**src/rtl/sccb_pkg.sv**
```systemverilog
// Shared types and constants for the SCCB register-file target.
package sccb_pkg;

    typedef enum logic [3:0] {
        S_IDLE,
        S_DEV,
        S_DEV_ACK,
        S_SUB,
        S_SUB_ACK,
        S_WR,
        S_WR_ACK,
        S_RD,
        S_MACK,
        S_IGNORE
    } sccb_state_e;

    localparam logic [6:0] SCCB_DEV_ADDR   = 7'h21;
    localparam logic [7:0] SCCB_WRITE_ADDR = 8'h42;
    localparam logic [7:0] SCCB_READ_ADDR  = 8'h43;

endpackage

```
**src/rtl/sccb_line_filter.sv**
```systemverilog
// Synchronizes a raw bus pin, rejects pulses shorter than FILTER_LEN clks,
// and reports one-clk rise/fall strobes on the filtered level.
module sccb_line_filter #(
    parameter int   FILTER_LEN = 4,
    parameter logic RST_VAL    = 1'b1
) (
    input  logic clk_i,
    input  logic rst_ni,
    input  logic pin_i,
    output logic level_o,
    output logic rise_o,
    output logic fall_o
);

    localparam int CW = (FILTER_LEN > 1) ? $clog2(FILTER_LEN) : 1;

    logic          sync1_q, sync2_q, filt_q, prev_q;
    logic [CW-1:0] cnt_q;

    always_ff @(posedge clk_i or negedge rst_ni) begin
        if (!rst_ni) begin
            sync1_q <= RST_VAL;
            sync2_q <= RST_VAL;
            filt_q  <= RST_VAL;
            prev_q  <= RST_VAL;
            cnt_q   <= '0;
        end else begin
            sync1_q <= pin_i;
            sync2_q <= sync1_q;
            prev_q  <= filt_q;
            // Any sample agreeing with the current level restarts the run.
            if (sync2_q == filt_q) begin
                cnt_q <= '0;
            end else if (cnt_q == CW'(FILTER_LEN - 1)) begin
                filt_q <= sync2_q;
                cnt_q  <= '0;
            end else begin
                cnt_q <= cnt_q + CW'(1);
            end
        end
    end

    assign level_o = filt_q;
    assign rise_o  = filt_q & ~prev_q;
    assign fall_o  = ~filt_q & prev_q;

endmodule

```
**src/rtl/sccb_slave_regfile.sv**
```systemverilog
// SCCB/I2C target with an 8-bit register file: 3-phase writes, 2-phase
// write + 2-phase read, fabric read port and write strobe.
module sccb_slave_regfile
    import sccb_pkg::*;
#(
    parameter logic [6:0] DEV_ADDR   = SCCB_DEV_ADDR,
    parameter int         DEPTH      = 64,
    parameter int         FILTER_LEN = 4
) (
    input  logic       clk,
    input  logic       reset_system_n,
    input  logic       camera_data_scl,
    input  logic       sda_in,
    output logic       sda_oe,
    input  logic [7:0] cfg_rd_addr,
    output logic [7:0] cfg_rd_data,
    output logic       reg_wr_strobe,
    output logic [7:0] reg_wr_addr,
    output logic [7:0] reg_wr_data,
    output logic       busy
);

    localparam int         AW      = (DEPTH > 1) ? $clog2(DEPTH) : 1;
    localparam logic [8:0] DEPTH_W = 9'(DEPTH);

    logic scl_lvl, scl_rise, scl_fall;
    logic sda_lvl, sda_rise, sda_fall;

    sccb_line_filter #(.FILTER_LEN(FILTER_LEN)) u_scl_filt (
        .clk_i  (clk),
        .rst_ni (reset_system_n),
        .pin_i  (camera_data_scl),
        .level_o(scl_lvl),
        .rise_o (scl_rise),
        .fall_o (scl_fall)
    );

    sccb_line_filter #(.FILTER_LEN(FILTER_LEN)) u_sda_filt (
        .clk_i  (clk),
        .rst_ni (reset_system_n),
        .pin_i  (sda_in),
        .level_o(sda_lvl),
        .rise_o (sda_rise),
        .fall_o (sda_fall)
    );

    sccb_state_e state_q, state_d;
    logic [2:0]  bitcnt_q, bitcnt_d;
    logic [7:0]  shift_q, shift_d;
    logic [7:0]  ptr_q, ptr_d;
    logic        rw_q, rw_d;
    logic        mack_q, mack_d;
    logic        sda_oe_q, sda_oe_d;
    logic        busy_q, busy_d;
    logic        strobe_q, strobe_d;
    logic [7:0]  wr_addr_q, wr_addr_d;
    logic [7:0]  wr_data_q, wr_data_d;
    logic [7:0]  regs_q [DEPTH];

    logic       start_cond, stop_cond;
    logic       ptr_ok, reg_we;
    logic [7:0] byte_in, rd_byte;

    assign start_cond = sda_fall & scl_lvl;
    assign stop_cond  = sda_rise & scl_lvl;
    assign byte_in    = {shift_q[6:0], sda_lvl};
    assign ptr_ok     = ({1'b0, ptr_q} < DEPTH_W);
    // Unimplemented registers read as a released line.
    assign rd_byte    = ptr_ok ? regs_q[ptr_q[AW-1:0]] : 8'hFF;

    always_comb begin
        state_d   = state_q;
        bitcnt_d  = bitcnt_q;
        shift_d   = shift_q;
        ptr_d     = ptr_q;
        rw_d      = rw_q;
        mack_d    = mack_q;
        sda_oe_d  = sda_oe_q;
        busy_d    = busy_q;
        strobe_d  = 1'b0;
        wr_addr_d = wr_addr_q;
        wr_data_d = wr_data_q;
        reg_we    = 1'b0;

        if (start_cond) begin
            state_d  = S_DEV;
            bitcnt_d = 3'd0;
            sda_oe_d = 1'b0;
            mack_d   = 1'b0;
        end else if (stop_cond) begin
            state_d  = S_IDLE;
            sda_oe_d = 1'b0;
            busy_d   = 1'b0;
            mack_d   = 1'b0;
        end else begin
            case (state_q)
                S_DEV, S_SUB, S_WR: begin
                    if (scl_rise) begin
                        shift_d  = byte_in;
                        bitcnt_d = bitcnt_q + 3'd1;
                        if (bitcnt_q == 3'd7) begin
                            case (state_q)
                                S_DEV: begin
                                    if (byte_in[7:1] == DEV_ADDR) begin
                                        state_d = S_DEV_ACK;
                                        rw_d    = byte_in[0];
                                        busy_d  = 1'b1;
                                    end else begin
                                        state_d = S_IGNORE;
                                    end
                                end
                                S_SUB: begin
                                    ptr_d   = byte_in;
                                    state_d = S_SUB_ACK;
                                end
                                default: begin
                                    if (ptr_ok) begin
                                        reg_we    = 1'b1;
                                        strobe_d  = 1'b1;
                                        wr_addr_d = ptr_q;
                                        wr_data_d = byte_in;
                                    end
                                    ptr_d   = ptr_q + 8'd1;
                                    state_d = S_WR_ACK;
                                end
                            endcase
                        end
                    end
                end
                // First fall after the 8th bit starts the ACK, the next one ends it.
                S_DEV_ACK, S_SUB_ACK, S_WR_ACK: begin
                    if (scl_fall) begin
                        if (!sda_oe_q) begin
                            sda_oe_d = 1'b1;
                        end else begin
                            sda_oe_d = 1'b0;
                            bitcnt_d = 3'd0;
                            if (state_q == S_DEV_ACK && rw_q) begin
                                state_d  = S_RD;
                                shift_d  = rd_byte;
                                sda_oe_d = ~rd_byte[7];
                            end else if (state_q == S_DEV_ACK) begin
                                state_d = S_SUB;
                            end else begin
                                state_d = S_WR;
                            end
                        end
                    end
                end
                S_RD: begin
                    if (scl_fall) begin
                        if (bitcnt_q == 3'd7) begin
                            sda_oe_d = 1'b0;
                            state_d  = S_MACK;
                        end else begin
                            shift_d  = {shift_q[6:0], shift_q[7]};
                            sda_oe_d = ~shift_q[6];
                            bitcnt_d = bitcnt_q + 3'd1;
                        end
                    end
                end
                S_MACK: begin
                    if (scl_rise) begin
                        if (sda_lvl) begin
                            state_d = S_IGNORE;
                        end else begin
                            ptr_d  = ptr_q + 8'd1;
                            mack_d = 1'b1;
                        end
                    end else if (scl_fall && mack_q) begin
                        mack_d   = 1'b0;
                        state_d  = S_RD;
                        bitcnt_d = 3'd0;
                        shift_d  = rd_byte;
                        sda_oe_d = ~rd_byte[7];
                    end
                end
                default: ;
            endcase
        end
    end

    always_ff @(posedge clk or negedge reset_system_n) begin
        if (!reset_system_n) begin
            state_q   <= S_IDLE;
            bitcnt_q  <= 3'd0;
            shift_q   <= 8'd0;
            ptr_q     <= 8'd0;
            rw_q      <= 1'b0;
            mack_q    <= 1'b0;
            sda_oe_q  <= 1'b0;
            busy_q    <= 1'b0;
            strobe_q  <= 1'b0;
            wr_addr_q <= 8'd0;
            wr_data_q <= 8'd0;
        end else begin
            state_q   <= state_d;
            bitcnt_q  <= bitcnt_d;
            shift_q   <= shift_d;
            ptr_q     <= ptr_d;
            rw_q      <= rw_d;
            mack_q    <= mack_d;
            sda_oe_q  <= sda_oe_d;
            busy_q    <= busy_d;
            strobe_q  <= strobe_d;
            wr_addr_q <= wr_addr_d;
            wr_data_q <= wr_data_d;
        end
    end

    always_ff @(posedge clk or negedge reset_system_n) begin
        if (!reset_system_n) begin
            for (int i = 0; i < DEPTH; i++) regs_q[i] <= 8'd0;
        end else if (reg_we) begin
            regs_q[ptr_q[AW-1:0]] <= byte_in;
        end
    end

    assign cfg_rd_data   = ({1'b0, cfg_rd_addr} < DEPTH_W) ? regs_q[cfg_rd_addr[AW-1:0]] : 8'h00;
    assign sda_oe        = sda_oe_q;
    assign busy          = busy_q;
    assign reg_wr_strobe = strobe_q;
    assign reg_wr_addr   = wr_addr_q;
    assign reg_wr_data   = wr_data_q;

endmodule

```
**config.mk**
```make
export PLATFORM = sky130hd
export DESIGN_NAME = sccb_slave_regfile
export DESIGN_NICKNAME = d
export VERILOG_FILES = /design/src/rtl/sccb_pkg.sv /design/src/rtl/sccb_line_filter.sv /design/src/rtl/sccb_slave_regfile.sv
export SDC_FILE = /design/constraint.sdc
export NUM_CORES = 1
export LEC_CHECK = 0
export BUFFER_PORTS_ARGS = -buffer_cell sky130_fd_sc_hd__buf_4
export CAP_MARGIN = 30
export CORE_ASPECT_RATIO = 2
export CORE_MARGIN = 4
export CORE_UTILIZATION = 69
export DETAILED_ROUTE_END_ITERATION = 8
export PLACE_DENSITY = 0.86
export SYNTH_ARGS = -nofsm -noshare
export SYNTH_HDL_FRONTEND = slang
export SYNTH_HIERARCHICAL = 1
export SYNTH_SLANG_ARGS = --single-unit
```
**constraint.sdc**
```tcl
create_clock -name clk -period 7.6 [get_ports clk]
set_input_delay 0.38 -clock clk [delete_from_list [all_inputs] [get_ports clk]]
set_output_delay 0.38 -clock clk [all_outputs]
set_load 0.02 [all_outputs]
```
=== Yosys cells after proc, flatten, opt, wreduce, memory -nomap -nowiden ===
Index checks and enable logic that the tools add are counted.
Widths: inputs -> output; s select.

* Magnitude comparators: 5
* Multiplexer cells: 85
* Bitwise logic cells: 19
* $add $sub $neg: 4
* Eq/ne operators: 45
* Reduce and logical (&&, ||, !) cells: 29

{| class="wikitable"
|+ Operators with widths
! kind !! number
|-
| $bwmux 512 || 1
|-
| $mux 8 || 19
|-
| $bmux 8 s6 || 2
|-
| $demux 8 s6 || 1
|-
| $mux 4 || 12
|-
| $ne 4x4->1 const B || 9
|-
| $mux 3 || 11
|-
| $pmux 8 s2 || 2
|-
| $pmux 8 s4 || 1
|-
| $mux 1 || 28
|-
| $ne 2x2->1 const B || 13
|-
| $ne 3x3->1 const B || 7
|-
| $reduce_and 9->1 || 2
|-
| $eq 4x3->1 const B || 4
|-
| $lt 8x7->1 const B || 2
|-
| $pmux 4 s4 || 1
|-
| $ge 7x7->1 const B || 2
|-
| $not 6->7 || 2
|-
| $reduce_and 7->1 || 2
|-
| $pmux 3 s4 || 1
|-
| $reduce_bool 2->1 || 6
|-
| $not 1->1 || 11
|-
| $reduce_and 11->1 || 1
|-
| $reduce_bool 5->1 || 2
|-
| other kinds (28) || 45
|}

* Bits in registers: 568
* Word-level logic and storage cells: 272
* Input port bits: 12

=== Longest topological paths before layout ===
* Depth in word-level cells: 12
* Mapped depth: 11
* Depth with buffers taken out: 8

=== Hierarchy ===
The synthesis kept the hierarchy.

{| class="wikitable"
|+ By module, submodules not included
! module !! cells each !! area an instance (µm²) !! times used
|-
| sccb_slave_regfile || 2300 || 30297.8 || 1
|-
| sccb_line_filter || 13 || 217.7 || 2
|}

=== Worst setup path after synthesis ===
OpenSTA, ideal clock, no wires.

* Path type: register to register
* From: register u_sda_filt.filt_q (netlist: u_sda_filt/level_o)
* To: register regs_q[10] (netlist name)
* Setup slack: 4.807 ns
* Stages on the path, launching flop included: 8
* Arrival: 2.668 ns
* Required time: 7.475 ns
* Buffers on the path: 0
* Library setup time: 0.125 ns
* Cell sequence: dfstp_2 and2b_1 o21ai_4 nand4_1 nor4_2 nand3_2 nor2_2 mux2_2

* Cells in the longest elaborated chain, start to end: 4
* Elaborated cells on any way between the ends: 7
* Those cells by class: mux: 2; bitwise: 5

{| class="wikitable"
|+ RTL lines
! element !! RTL line !! text
|-
| start: declaration || sccb_line_filter.sv:17 || <nowiki>logic sync1_q, sync2_q, filt_q, prev_q;</nowiki>
|-
| start signal: assignment || sccb_line_filter.sv:35 || <nowiki>filt_q <= sync2_q;</nowiki>
|-
| $not 1->1 || sccb_line_filter.sv:45 || <nowiki>assign fall_o = ~filt_q & prev_q;</nowiki>
|-
| $and 1x1->1 || sccb_line_filter.sv:45 ||
|-
| named net sda_fall || sccb_slave_regfile.sv:27 || <nowiki>logic sda_lvl, sda_rise, sda_fall;</nowiki>
|-
| $and 1x1->1 || sccb_slave_regfile.sv:64 || <nowiki>assign start_cond = sda_fall & scl_lvl;</nowiki>
|-
| $mux 1 || sccb_slave_regfile.sv:85 || <nowiki>if (start_cond) begin</nowiki>
|-
| end signal: indexed assignment || sccb_slave_regfile.sv:215 || <nowiki>regs_q[ptr_q[AW-1:0]] <= byte_in;</nowiki>
|-
| end: declaration || sccb_slave_regfile.sv:58 || <nowiki>logic [7:0] regs_q [DEPTH];</nowiki>
|}

The timed path passes the listed nets, and every way through them passes these cells.
A chain may end at the register's enable or synchronous reset.

=== Worst setup path after layout ===
* From: register u_sda_filt.filt_q (netlist: u_sda_filt/level_o)
* To: register regs_q[504] (netlist name)

Same word-level chain as after synthesis.

==> impl_metrics.csv <==
group,metric,value,unit
die,die_w,157,µm
setup_path,crit_arrival,5.24,ns
sta,fin_skew,0.0274,ns
synth,synth_seq_cells,568,
clocking,cts_resized,0,
power,power_density,256,nW/µm²
sta,hold_viol,0,
synth,yosys.area.top_type,"dfrtp_1",
global_routing,grt_overflow,0,
die,dieArea,48200,µm²
routing,dr.pass1.iters,9,
placement,gp_congestion,1.01,
placement,hpwlAfterDp,68900,µm
sta,maxSlewHeadroom,0.256,
clocking,clock_sinks,568,
synth,async_reset_ff_frac,1.00,
global_routing,first_global_vias,24163,
global_routing,grt_pass1_wl,161000,µm
power,p_sw_frac,0.383,
routing,met2WireLength,49900,µm
setup_path,worst_ep_required_time,8.10,ns
finish,fin_cells,2869,
status,status,"complete, but fails checks",
routing,wl_met1,32500,µm
sta,tightest_slew,1.12,ns
power,switchingPower,3260,µW
finish,final_common_cell,"dfrtp_1",
clocking,root_buffer,"clkbuf_16",
sta,clock.fmax,0.211,GHz
clocking,cts_hold_buf,3,
global_routing,grt_start_max_net_pins,121,
job,max_cap_viol_count,0,
setup_path,reg2reg_depth,8,
sta,fin_crit_sh,0.623,
sta,setup_viol,0,
power,total_leakage_power,0.0150,µW
setup_path,start_kind,"register",
placement,place_ws,3.31,ns
setup_path,cp_max_fo,31,
finish,diodes,0,
sta,setup_ws,2.87,ns
routing,wl_met3,13600,µm
synth,synth_edf_count,0,
synth,ys.warnings.count,6,
routing,drc,1,
worst_hold_path,min_path_type,"register to register",
die,core-area,44200,µm²
clocking,clk_path_buf_depth,3,
sta,fin_tns_setup,0,ns
die,start_util,0.696,
global_routing,antenna_found_initial,3,
synth,synth_area_per_cell,13.2,µm²
clocking,post_cts_buffers,0,
status,violations,"DRC",
clocking,clock_latency,0.65,ns
clocking,cts_tree,"built",
routing,wirelength,109000,µm
global_routing,grt_usage,0.460,
synth,synth_cell_types,77,
power,pwr-share-seq,0.394,
finish,drive_gt1_frac,0.435,
setup_path,crit_type,"register to register",
sta,fin_crit,4.73,ns
clocking,cts_max_level,2,
routing,via_per_inst,8.16,
clocking,cts_buffers,50,
routing,drt-initial-drc-count,3398,
routing,ant_nets,0,
setup_path,end_kind,"register",
clocking,cts.reportedPaths.clkPinSlew,0.07,ns
finish,syn2layout_area_growth,7.95,%
worst_hold_path,min_path_cells,0,
synth,synth_area_leaders,"dfrtp_1, mux2_2, mux4_2",
synth,syn_inst,2326,
power,comb_power_share,0.285,
synth,ys.flop_type,"dfrtp_1",
finish,nets,2294,
die,die_h,306,µm
sta,final_max_slew_viol_count,0,
power,p_clk_frac,0.321,
die,ioPinCount,39,
placement,portBuffers,38,
finish,fin_util,0.751,
power,p_int,5250,µW
synth,synthesis.nets,2343,
die,rows,109,
synth,synth_top_area_frac,0.456,
synth,ys_seq_area_frac,0.463,
synth,syn_area,30700,µm²
power,ir_worst_vdd,0.000272,V
routing,wl_per_cell,38.0,µm
sta,rsz0062_at_grt,"no",
finish,final_cell_mix,"dfrtp_1, mux2_2, mux4_2",
routing,vias,23417,
placement,place_inst,2772,
routing,top_layer,"met5",
==> cell usage after synthesis, types with 9 or more instances <==
library cell / n
o221ai_1: 12
and2_1: 14
a32oi_1: 14
mux2_1: 20
nand2b_1: 13
a22o_1: 11
a31oi_1: 15
o21ai_0: 66
dfrtp_1: 560
nor3_1: 13
inv_1: 9
a22oi_1: 51
and3_1: 9
mux2i_1: 83
nand2_1: 100
a221oi_1: 44
clkbuf_1: 126
nor2b_1: 19
nor2_2: 36
nor2_1: 42
a221o_1: 15
o22ai_1: 28
nand2_2: 26
nand3_1: 14
buf_2: 48
mux4_2: 170
a21oi_1: 68
buf_1: 18
mux2_2: 543
a211oi_1: 9
==> stage by stage <==
step	hold WS (ns)	cell area, µm²	power, µW
after global placement	0.351	31300	5600
after floorplan	0.0844	30700	4700
after global routing	0.362	33200	8650
after detailed placement	0.347	31400	5650
final	0.359	33200	8510
after CTS	0.360	33100	8310
==> path summary, 6_finish.rpt <==
path	startpoint	endpoint	slack (ns)
max in group asynchronous	reset_system_n	regs_q[457]$_DFFE_PN0P_	5.17
min in group asynchronous	reset_system_n	reg_wr_data[2]$_DFFE_PN0P_	0.41
worst min-delay path	u_sda_filt/sync1_q$_DFF_PN1_	u_sda_filt/sync2_q$_DFF_PN1_	0.36
worst min register to register	u_sda_filt/sync1_q$_DFF_PN1_	u_sda_filt/sync2_q$_DFF_PN1_	0.36
worst max register to register	u_sda_filt/level_o$_DFFE_PN1P_	regs_q[504]$_DFFE_PN0P_	2.87
worst max-delay path	u_sda_filt/level_o$_DFFE_PN1P_	regs_q[504]$_DFFE_PN0P_	2.87
==> logic make-up after synthesis <==
kind of cell               after synthesis  synth area share
adders and majority gates                5           0.00204
and+or+nand+nor                        348            0.0623
muxes                                  816             0.358
AOI/OAI and AO/OA                      377            0.0856
xor gates and xnor gates                 4           0.00114
buffers and inverters                  208            0.0282
DFF                                    568             0.463
==> power groups by stage <==
stage	logic (µW)	registers, µW	clock network (µW)
after CTS	2260	3330	2710
final	2420	3360	2730
after global routing	2460	3360	2830
after global placement	2210	3390	0
after floorplan	1480	3230	0
after detailed placement	2250	3390	0
==> critical path, cell delays in order (launching register included) <==
cell and delay, ns:
dfstp_2 0.93, and2b_1 0.31, o21ai_4 0.24, nand4_1 0.22, or4_1 0.68, buf_4 0.33, nor3_2 0.74, nand2_1 0.67
mux2_2 0.46
==> area by class of cell <==
type                       count  area [µm²]
tap                          555         694
multi-input combinational   1550       15700
sequential                   568       14200
clock buffer                  65        1420
timing repair buffer          98         801
inverter                       9        33.8
fill                        2736       11000
clock inverter                24         287
==> flip-flops by register name, summed over array words and instances (netlist names), 2 cells and up <==
name and flops:
shift_q 8, regs_q 512, reg_wr_addr 8, bitcnt_q 3, reg_wr_data 8, ptr_q 8
u_sda_filt/cnt_q 2, u_scl_filt/cnt_q 2, state_q 4
==> layer usage <==
layer  vias to the layer above  track usage
li1                       8805            -
met1                     11656        0.513
met2                      2096        0.699
met3                       852        0.169
met4                         8        0.373
met5                         -       0.0114
(Power assumes the default switching activity.)
